## src/rtl/arb_pkg.sv

```systemverilog
// Shared constants and state encoding for the
// 8-way priority / round-robin arbiter.
package arb_pkg;
  localparam int NREQ  = 8;
  localparam int IDX_W = 3;

  typedef enum logic {
    IDLE,
    GRANT
  } state_t;
endpackage

```

## src/rtl/pri_arbiter_8_if.sv

```systemverilog
// Request/grant bundle between requesting
// engines (master) and the arbiter (slave).
interface pri_arbiter_8_if;
  import arb_pkg::*;

  logic [NREQ-1:0]  req;
  logic             done;
  logic [NREQ-1:0]  gnt;
  logic [IDX_W-1:0] gnt_idx;
  logic             gnt_vld;
  logic             timeout;

  modport master (
    output req, done,
    input  gnt, gnt_idx, gnt_vld, timeout
  );

  modport slave (
    input  req, done,
    output gnt, gnt_idx, gnt_vld, timeout
  );
endinterface

```

## src/rtl/rot_pri_enc.sv

```systemverilog
// Rotating priority encoder: bit ptr has top
// priority, then ptr-1, ptr-2, ... wrapping.
module rot_pri_enc
  import arb_pkg::*;
(
  input  logic [NREQ-1:0]  vec,
  input  logic [IDX_W-1:0] ptr,
  output logic [IDX_W-1:0] idx,
  output logic             found
);

  logic [NREQ-1:0]  rot;
  logic [IDX_W-1:0] enc;

  // rot[7] is vec[ptr]; rot[j] is vec[j+ptr+1] mod 8
  always_comb begin
    rot = '0;
    enc = '0;
    for (int j = 0; j < NREQ; j++) begin
      rot[j] = vec[IDX_W'(j) + ptr + IDX_W'(1)];
    end
    for (int j = 0; j < NREQ; j++) begin
      if (rot[j]) enc = IDX_W'(j);
    end
  end

  assign idx   = enc + ptr + IDX_W'(1);
  assign found = |vec;

endmodule

```

## src/rtl/pri_arbiter_8.sv

```systemverilog
// Registered one-hot arbiter with hold
// timeout and fixed or rotating priority.
module pri_arbiter_8
  import arb_pkg::*;
#(
  parameter bit RR_EN    = 1'b1,
  parameter int HOLD_MAX = 16,
  parameter int CNT_W    = 5
) (
  input logic clk,
  input logic rst,
  pri_arbiter_8_if.slave bus
);

  localparam bit TO_EN = (HOLD_MAX != 0);
  localparam int LIM_I = TO_EN ? HOLD_MAX - 1 : 0;
  localparam logic [CNT_W-1:0] LIM = LIM_I[CNT_W-1:0];
  localparam logic [IDX_W-1:0] TOP = IDX_W'(NREQ - 1);

  state_t           state;
  logic [IDX_W-1:0] ptr;
  logic [CNT_W-1:0] hold_cnt;
  logic [NREQ-1:0]  gnt_q;
  logic [IDX_W-1:0] idx_q;
  logic             vld_q;
  logic             to_q;

  logic [IDX_W-1:0] win;
  logic             found;
  logic             own_req;
  logic             hit;
  logic             rel;
  logic             to_rel;

  rot_pri_enc u_enc (
    .vec   (bus.req),
    .ptr   (ptr),
    .idx   (win),
    .found (found)
  );

  always_comb begin
    own_req = bus.req[idx_q];
    hit     = TO_EN && (hold_cnt == LIM);
    rel     = bus.done | ~own_req | hit;
    // done wins over a coincident timeout
    to_rel  = hit & ~bus.done & own_req;
  end

  always_ff @(posedge clk or posedge rst) begin
    if (rst) begin
      state    <= IDLE;
      ptr      <= TOP;
      hold_cnt <= '0;
      gnt_q    <= '0;
      idx_q    <= '0;
      vld_q    <= 1'b0;
      to_q     <= 1'b0;
    end else begin
      unique case (state)
        IDLE: begin
          to_q <= 1'b0;
          if (found) begin
            state    <= GRANT;
            gnt_q    <= NREQ'(1) << win;
            idx_q    <= win;
            vld_q    <= 1'b1;
            hold_cnt <= '0;
            if (RR_EN) ptr <= win - IDX_W'(1);
          end
        end
        GRANT: begin
          if (rel) begin
            to_q     <= to_rel;
            hold_cnt <= '0;
            if (found) begin
              gnt_q <= NREQ'(1) << win;
              idx_q <= win;
              if (RR_EN) ptr <= win - IDX_W'(1);
            end else begin
              state <= IDLE;
              gnt_q <= '0;
              vld_q <= 1'b0;
            end
          end else begin
            to_q     <= 1'b0;
            hold_cnt <= hold_cnt + CNT_W'(1);
          end
        end
        default: state <= IDLE;
      endcase
    end
  end

  assign bus.gnt     = gnt_q;
  assign bus.gnt_idx = idx_q;
  assign bus.gnt_vld = vld_q;
  assign bus.timeout = to_q;

endmodule

```

## src/flat_wrapper.sv

```systemverilog
// flat-port wrapper written by rule: the top's interface ports become plain ports
module pri_arbiter_8_flat import arb_pkg::*;
#(
  parameter bit RR_EN    = 1'b1,
  parameter int HOLD_MAX = 16,
  parameter int CNT_W    = 5
)
  (clk, rst, bus_req, bus_done, bus_gnt, bus_gnt_idx, bus_gnt_vld, bus_timeout);
  pri_arbiter_8_if bus_i ();
  input logic clk;
  input logic rst;
  input wire logic [$bits(bus_i.req)-1:0] bus_req;
  input wire logic [$bits(bus_i.done)-1:0] bus_done;
  output wire logic [$bits(bus_i.gnt)-1:0] bus_gnt;
  output wire logic [$bits(bus_i.gnt_idx)-1:0] bus_gnt_idx;
  output wire logic [$bits(bus_i.gnt_vld)-1:0] bus_gnt_vld;
  output wire logic [$bits(bus_i.timeout)-1:0] bus_timeout;
  assign bus_i.req = bus_req;
  assign bus_i.done = bus_done;
  assign bus_gnt = bus_i.gnt;
  assign bus_gnt_idx = bus_i.gnt_idx;
  assign bus_gnt_vld = bus_i.gnt_vld;
  assign bus_timeout = bus_i.timeout;
  pri_arbiter_8 #(.RR_EN(RR_EN), .HOLD_MAX(HOLD_MAX), .CNT_W(CNT_W)) u_core (.clk(clk), .rst(rst), .bus(bus_i));
endmodule
```

## config.mk

```make
export PLATFORM = sky130hd
export DESIGN_NAME = pri_arbiter_8_flat
export DESIGN_NICKNAME = d
export VERILOG_FILES = /design/src/rtl/arb_pkg.sv /design/src/rtl/pri_arbiter_8_if.sv /design/src/rtl/rot_pri_enc.sv /design/src/rtl/pri_arbiter_8.sv /design/src/flat_wrapper.sv
export SDC_FILE = /design/constraint.sdc
export NUM_CORES = 1
export LEC_CHECK = 0
export BUFFER_PORTS_ARGS = -buffer_cell sky130_fd_sc_hd__buf_2
export CORE_MARGIN = 2
export CORE_UTILIZATION = 51
export DETAILED_ROUTE_END_ITERATION = 8
export PLACE_DENSITY_LB_ADDON = 0.12
export SLEW_MARGIN = 0
export SYNTH_ARGS = -nofsm -noshare
export SYNTH_HDL_FRONTEND = slang
export SYNTH_SLANG_ARGS = --single-unit
```

## constraint.sdc

```tcl
create_clock -name clk -period 3.6 [get_ports clk]
set_input_delay 0 -clock clk [delete_from_list [all_inputs] [get_ports clk]]
set_output_delay 0 -clock clk [all_outputs]
set_load 0.02 [all_outputs]
```

==> summary.md, run 1 <==
| Metric | Value |
|---|---|
| Status | complete, but fails checks |
| Failing checks | setup timing |
| Register bit total from synthesis | 22 |
| Vias post-DR | approximately 1,200 |
| Initial antenna violation count | 0 |
| Avg Cell Area, Syn | between 10 and 15 um^2 |
| Routed wire length | 3.44 mm |
| Max cap viols | 0 |
| Fin crit share | 1.00 |
| Fin crit period | between 3000 and 4000 ps |
| Hold Path Stages | 3 |
| R2R depth | 15 |
| FF-to-FF End | u_core.ptr[2]$_DFFE_PP1P_ |
| Initial DRC Count | 49 |
| Seq/Total Area, Yosys | 0.339 |
| Commonest register cell after synthesis | dfrtp_1 |
| Number of buffers and inverters on the critical path | 1 |
| Rows | 20 |
| Util after Layout | 0.644 |
| GPL Wtd Cong | roughly 0.8 |
| EDFF count, synth | 0 |
| Slew @ Worst Pin | just over 900 ps |
| Post-route DRC | 0 |
| Setup Skew | approximately 4.6 ps |
| Post-Place Cell Area | 1800 um^2 |
| Final net count | about 200 |
| Ant diodes | 0 |
| Die area | around 3700 um^2 |
| Reg2reg start | u_core.ptr[0]$_DFFE_PP1P_ |
| Post-synthesis cell type count | 43 |
| Core area | 3050 um^2 |
| Port Buffers | 23 |
| Fin area | 1970 um^2 |
| First-pass GRT wire length | 5.76 mm |
| Vias in the first global route | between 1,000 and 1,500 |
| Post-route setup slack | -3.96 ps |
| H-tree depth | 1 |
| Io pins | 24 |
| Hold wc startpoint | bus_req[7] |
| Fin. max-slew vios | 0 |
| Critical path arrival | between 3000 and 4000 ps |
| Congestion Overflow GR | 0 |
| R2R Setup Slk | -4 ps |
| Slew headroom | 0.374 |
| Ys async rst share | 1.00 |
| CTS Sinks | 22 |
| Hold Fails Final Rpt | 0 |
| Synth Warn # | 0 |
| Largest net degree at the start of global routing | 23 |
| Clk_lat worst skew | approximately 320 ps |
| Setup crit end kind | register |
| Share of cells above drive strength 1 | 0.466 |
| Cell count after synthesis | approximately 140 |
| Hold path endpoint | u_core.state$_DFF_PP0_ |
| Mapped cell area | 1640 um^2 |
| CTS Buf Count | 3 |
| Slowest-stage cell, CP | dfstp_2 |
| CP Data Required Time | between 3000 and 4000 ps |
| CTS root buf | clkbuf_4 |
| Syn nets | between 150 and 200 |
| Tot GR Track Use | 0.210 |
| Finish-stage setup viols | 1 |
| CP max stage delay | around 590 ps |
| Setup CP Type | reg2reg |
| Worst Hold Slack | between 100 and 150 ps |
| Drt pass-1 iters | 4 |
| Die Y | approximately 60 um |
| Crit path cell chain | clkinv_4 -> ha_4 -> mux2i_4 -> mux2_4 -> mux2_4 -> a21bo_1 -> a21boi_2 -> o22a_1 -> ha_2 -> fa_1 -> ha_2 -> xor2_2 -> nor3_2 -> o21a_1 -> xor2_1 |
| Via/cell ratio | 5.61 |
| Crit-path max FO | 5 |
| Clk slew on worst S/H paths | 120 ps |
| Fill cells | roughly 250 |
| Antenna viol nets, final | 0 |
| Fmax | roughly 280 MHz |
| CTS tree | built |
| Initial core utilization | 0.536 |
| Area Overhead vs Synth | 20.2% |
| Startpoint Class | register |
| Worst hold path class | in2reg |
| RSZ-0062 raised after global routing | true |
| WL/cell | 15.8 um |
| CP delay by family, top | adder cells |
| DP HPWL | about 2.4 mm |
| Chip width | slightly above 60 um |
| Clk buf depth | 2 |
-- timing repair --
action / in CTS / in global routing
endpoints found under the setup margin: 0 / 10
setup buffers: 0 / 6
gates resized for setup: 0 / 17
hold endpoints to repair: 20 / 0
hold buffers: 2 / 0
-- cell type report --
class | count | area, um^2 | share of cell area
flip-flops and latches | 22 | 554 | 0.282
well taps | 44 | 55.1 | 0.0280
repair buffers | 34 | 206 | 0.105
inverters | 8 | 35.0 | 0.0178
clock buffers | 4 | 36.3 | 0.0184
multi-input cells | 106 | 1080 | 0.549
-- metrics by stage --
stage / worst slack, ps / TNS (ps) / std cells
floorplan: 4.86 / 0 / 141
global placement: 100 / 0 / 206
detailed placement: 39.0 / 0 / 206
CTS: 7.79 / 0 / 212
global route: -167 / -534 / 218
finish: -3.96 / -3.96 / 218
-- per-layer routing --
metal | global-route usage | vias up | share of wire
li1 | - | 588 | -
met1 | 0.294 | 603 | 0.46
met2 | 0.346 | 29 | 0.49
met3 | 0.0341 | 3 | 0.041
met4 | 0.0466 | 0 | 0.0090
met5 | 0 | - | 0
-- synthesized netlist by cell type (3+ instances only) --
library cell | instances | area share
a32o_1 | 4 | 0.024
a32o_2 | 4 | 0.028
buf_6 | 4 | 0.028
dfrtp_1 | 19 | 0.29
dfstp_2 | 3 | 0.048
ha_1 | 10 | 0.076
inv_1 | 7 | 0.016
mux2_2 | 4 | 0.028
mux2i_1 | 11 | 0.067
mux4_2 | 8 | 0.11
nand2_1 | 13 | 0.030
nor2_1 | 5 | 0.011
o21ai_0 | 11 | 0.034
xnor2_1 | 4 | 0.021
-- cell families (layout without fill, tap and decap cells) --
kind of cell               after synthesis  in the layout  share of synthesized area
AOI/OAI and AO/OA                       28             28                      0.137
xor gates and xnor gates                 8              8                     0.0520
adders and majority gates               12             12                     0.0948
buffers and inverters                   13             46                     0.0489
DFF                                     22             22                      0.339
muxes                                   24             24                      0.213
and+or+nand+nor                         34             34                      0.115
-- cells in the final DEF (no fill, tap or decap), types with 3 or more instances in the layout --
cell type	count
buf_4	8
nor2_1	5
mux2i_1	7
mux2i_2	4
nand2_1	13
o21ai_0	10
dfrtp_1	19
mux4_2	8
xnor2_1	3
buf_2	23
a32o_1	4
dfstp_2	3
clkbuf_4	3
inv_1	6
ha_2	4
ha_1	5
a32o_2	4
-- flip-flops by register name, indices dropped and copies added (netlist names) --
register            cells
u_core.hold_cnt         5
u_core.state            1
u_core.bus.timeout      1
u_core.bus.gnt_vld      1
u_core.bus.gnt          8
u_core.ptr              3
u_core.bus.gnt_idx      3
-- worst max-delay path by stage --
stage / from / end / slack, ps / depth (start not counted)
detailed placement: u_core.ptr[1]$_DFFE_PP1P_ / u_core.bus.gnt[0]$_DFFE_PP0P_ / 40 / 13
finish: u_core.ptr[0]$_DFFE_PP1P_ / u_core.ptr[2]$_DFFE_PP1P_ / -4 / 15
floorplan: u_core.ptr[0]$_DFFE_PP1P_ / u_core.ptr[2]$_DFFE_PP1P_ / 5 / 17
global route: u_core.ptr[0]$_DFFE_PP1P_ / u_core.ptr[2]$_DFFE_PP1P_ / -170 / 15
CTS: u_core.ptr[1]$_DFFE_PP1P_ / u_core.bus.gnt[0]$_DFFE_PP0P_ / 8 / 13
global placement: u_core.ptr[1]$_DFFE_PP1P_ / u_core.bus.gnt[3]$_DFFE_PP0P_ / 100 / 13
-- worst reg2reg max path: stages (launching register included) --
cell      delay, ps
dfstp_2         590
clkinv_4         80
ha_4            260
mux2i_4         200
mux2_4          280
mux2_4          280
a21bo_1         180
a21boi_2        110
o22a_1          130
ha_2            170
fa_1            460
ha_2            210
xor2_2          150
nor3_2          150
o21a_1          150
xor2_1          140
Power of run 1 is not shown: default switching activity piles up to over one toggle a cycle in this logic, so the estimate is an artifact.
==> inputs of run 2 (changes only) <==
--- a/config.mk
+++ b/config.mk
@@ -9,7 +9,7 @@
 export CORE_MARGIN = 2
 export CORE_UTILIZATION = 51
 export DETAILED_ROUTE_END_ITERATION = 8
-export PLACE_DENSITY_LB_ADDON = 0.12
+export PLACE_DENSITY = 0.72
 export SLEW_MARGIN = 0
 export SYNTH_ARGS = -nofsm -noshare
 export SYNTH_HDL_FRONTEND = slang
==> run 2 against run 1 <==
Effect of this change: the run still ends with setup timing left; maximum frequency fell by 0.37%; die area is the same; flip-flop and latch count unchanged; clock-buffer cell count unchanged; non-clock buffer count down 6; first-iteration DRC count increased by 2.0%; sequential share of layout area increased by 0.79 points; via count decreased by 2.4%; register-to-register slack is essentially flat; wire length fell by 0.81%; final cell count is 2.8% lower; critical endpoint unchanged; largest cell class unchanged.
==> summary.md, run 2 (synthesis gave the netlist of run 1 again) <==
| Metric | Value |
|---|---|
| Post-route setup slack | -17.5 ps (was -3.96 ps) |
| Vias post-DR | 1,194 (was 1,223) |
| H-tree depth | 1 (unchanged) |
| Core area | 3050 um^2 (unchanged) |
| Number of buffers and inverters on the critical path | 1 (unchanged) |
| Max cap viols | 0 (unchanged) |
| Post-CTS Setup Bufs | 0 (unchanged) |
| Worst Hold Slack | 115 ps (was 123 ps) |
| CTS Sinks | 22 (unchanged) |
| CP delay by family, top | adder cells (unchanged) |
| Ant diodes | 0 (unchanged) |
| Initial DRC Count | 50 (was 49) |
| Fin crit share | 1.00 (about the same) |
| CTS Buf Count | 3 (unchanged) |
| Largest net degree at the start of global routing | 23 (unchanged) |
| Worst hold path class | in2reg (unchanged) |
| Congestion Overflow GR | 0 (unchanged) |
| Rows | 20 (unchanged) |
| Crit path cell chain | inv_6 -> ha_4 -> mux2i_2 -> mux2_2 -> mux2_2 -> a21bo_1 -> a21boi_2 -> o22a_1 -> ha_2 -> fa_2 -> ha_4 -> xor2_2 -> o21a_1 -> o21a_1 -> xor2_1 (was clkinv_4 -> ha_4 -> mux2i_4 -> mux2_4 -> mux2_4 -> a21bo_1 -> a21boi_2 -> o22a_1 -> ha_2 -> fa_1 -> ha_2 -> xor2_2 -> nor3_2 -> o21a_1 -> xor2_1) |
| Chip width | 60.6 um (unchanged) |
| Layout Cells excl Fill | 212 (was 218) |
| Initial core utilization | 0.536 (unchanged) |
| Via/cell ratio | 5.63 (was 5.61) |
| Clk buf depth | 2 (unchanged) |
| Antenna viol nets, final | 0 (unchanged) |
| Setup Skew | 8.94 ps (was 4.65 ps) |
| Failing checks | setup timing (unchanged) |
| Finish-stage setup viols | 1 (unchanged) |
| Io pins | 24 (unchanged) |
| Inst Count DP | 206 (unchanged) |
| Routed wire length | 3.42 mm (was 3.44 mm) |
| Commonest non-fill, non-tap cells in the layout | buf_2, dfrtp_1, nand2_1 (unchanged) |
| Drt pass-1 iters | 4 (unchanged) |
| First-pass GRT wire length | 5.49 mm (was 5.76 mm) |
| Slew headroom | 0.338 (was 0.374) |
| Max reg flops | 8 (unchanged) |
| Crit-path max FO | 7 (was 5) |
| Die area | 3680 um^2 (unchanged) |
| DP HPWL | 2.54 mm (was 2.43 mm) |
| Commonest non-fill, non-tap cell in the layout | buf_2 (unchanged) |
| Setup CP Type | reg2reg (unchanged) |
| Port Buffers | 23 (unchanged) |
| CTS root buf | clkbuf_4 (unchanged) |
| Area Overhead vs Synth | 16.9% (was 20.2%) |
| CTS tree | built (unchanged) |
| GPL Wtd Cong | 0.782 (was 0.800) |
| CP Data Required Time | 3830 ps (was 3860 ps) |
| WL/cell | 16.1 um (was 15.8 um) |
| Fin area | 1910 um^2 (was 1970 um^2) |
| Initial antenna violation count | 0 (unchanged) |
| Critical path arrival | 3850 ps (was 3860 ps) |
| Fin crit period | 3620 ps (was 3600 ps) |
| Vias in the first global route | 1,200 (was 1,261) |
| Slowest-stage cell, CP | dfstp_2 (unchanged) |
| Startpoint Class | register (unchanged) |
| RSZ-0062 raised after global routing | true (unchanged) |
| Util after Layout | 0.627 (was 0.644) |
| Clk slew on worst S/H paths | 120 ps (about the same) |
| Clk_lat worst skew | 300 ps (was 320 ps) |
| CP max stage delay | 600 ps (was 590 ps) |
| Status | complete, but fails checks (unchanged) |
| Slew @ Worst Pin | 983 ps (was 930 ps) |
| Post-route DRC | 0 (unchanged) |
| Share of cells above drive strength 1 | 0.440 (was 0.466) |
| Hold Fails Final Rpt | 0 (unchanged) |
| Post-Place Cell Area | 1800 um^2 (unchanged) |
| Tot GR Track Use | 0.202 (was 0.210) |
| Final net count | 191 (was 197) |
| Fin. max-slew vios | 0 (unchanged) |
| Die Y | 60.6 um (unchanged) |
| Fill cells | 250 (was 253) |
| Fmax | 276 MHz (was 277 MHz) |
| Setup crit end kind | register (unchanged) |
==> run 2: layer usage <==
layer	wire length, um	part of all wire	track usage
met4	29	0.0085	0.0497
met2	1680	0.49	0.347
met3	153	0.045	0.0277
met1	1550	0.45	0.271
met5	0	0	0
==> run 2: path summary, 6_finish.rpt <==
check,end,cells past startpoint,slack [ps],from
worst max-delay path,u_core.ptr[2]$_DFFE_PP1P_,15,-20,u_core.ptr[0]$_DFFE_PP1P_
worst min register to register,u_core.hold_cnt[3]$_DFFE_PP0P_,1,500,u_core.hold_cnt[3]$_DFFE_PP0P_
max in group asynchronous,u_core.bus.gnt_idx[1]$_DFFE_PP0P_,3,2690,rst
worst min-delay path,u_core.state$_DFF_PP0_,3,120,bus_req[1]
min in group asynchronous,u_core.bus.gnt[4]$_DFFE_PP0P_,3,390,rst
worst max register to register,u_core.ptr[2]$_DFFE_PP1P_,15,-20,u_core.ptr[0]$_DFFE_PP1P_
==> run 2: what timing repair did <==
action | CTS | global route
pin swaps | 0 | 5
resized for setup | 4 | 9
endpoints found under the hold margin | 20 | 0
setup endpoints to repair | 5 | 8
hold buffers | 2 | 0
==> run 2: per-stage QoR <==
stage          setup TNS (ps)  setup WS (ps)
2_1_floorplan               0           4.86
3_3_place_gp                0            114
3_5_place_dp            -14.5          -14.5
4_1_cts                     0           2.49
5_1_grt                  -163           -135
6_report                -17.5          -17.5
==> run 2: layout make-up <==
cell class                      instances  area [um^2]  area share
Inverter                                8         35.0      0.0183
Timing Repair Buffer                   28          161      0.0844
Sequential cell                        22          554       0.290
Multi-Input combinational cell        106         1070       0.560
Tap cell                               44         55.1      0.0288
Clock buffer                            4         36.3      0.0190
==> run 2: worst reg2reg max path: stages (launching register included) <==
cell and delay (ps):
dfstp_2 600, inv_6 70, ha_4 260, mux2i_2 180, mux2_2 280, mux2_2 280
a21bo_1 180, a21boi_2 140, o22a_1 150, ha_2 180, fa_2 470, ha_4 180
xor2_2 150, o21a_1 100, o21a_1 180, xor2_1 140
Power of run 2 is left out for the same reason.
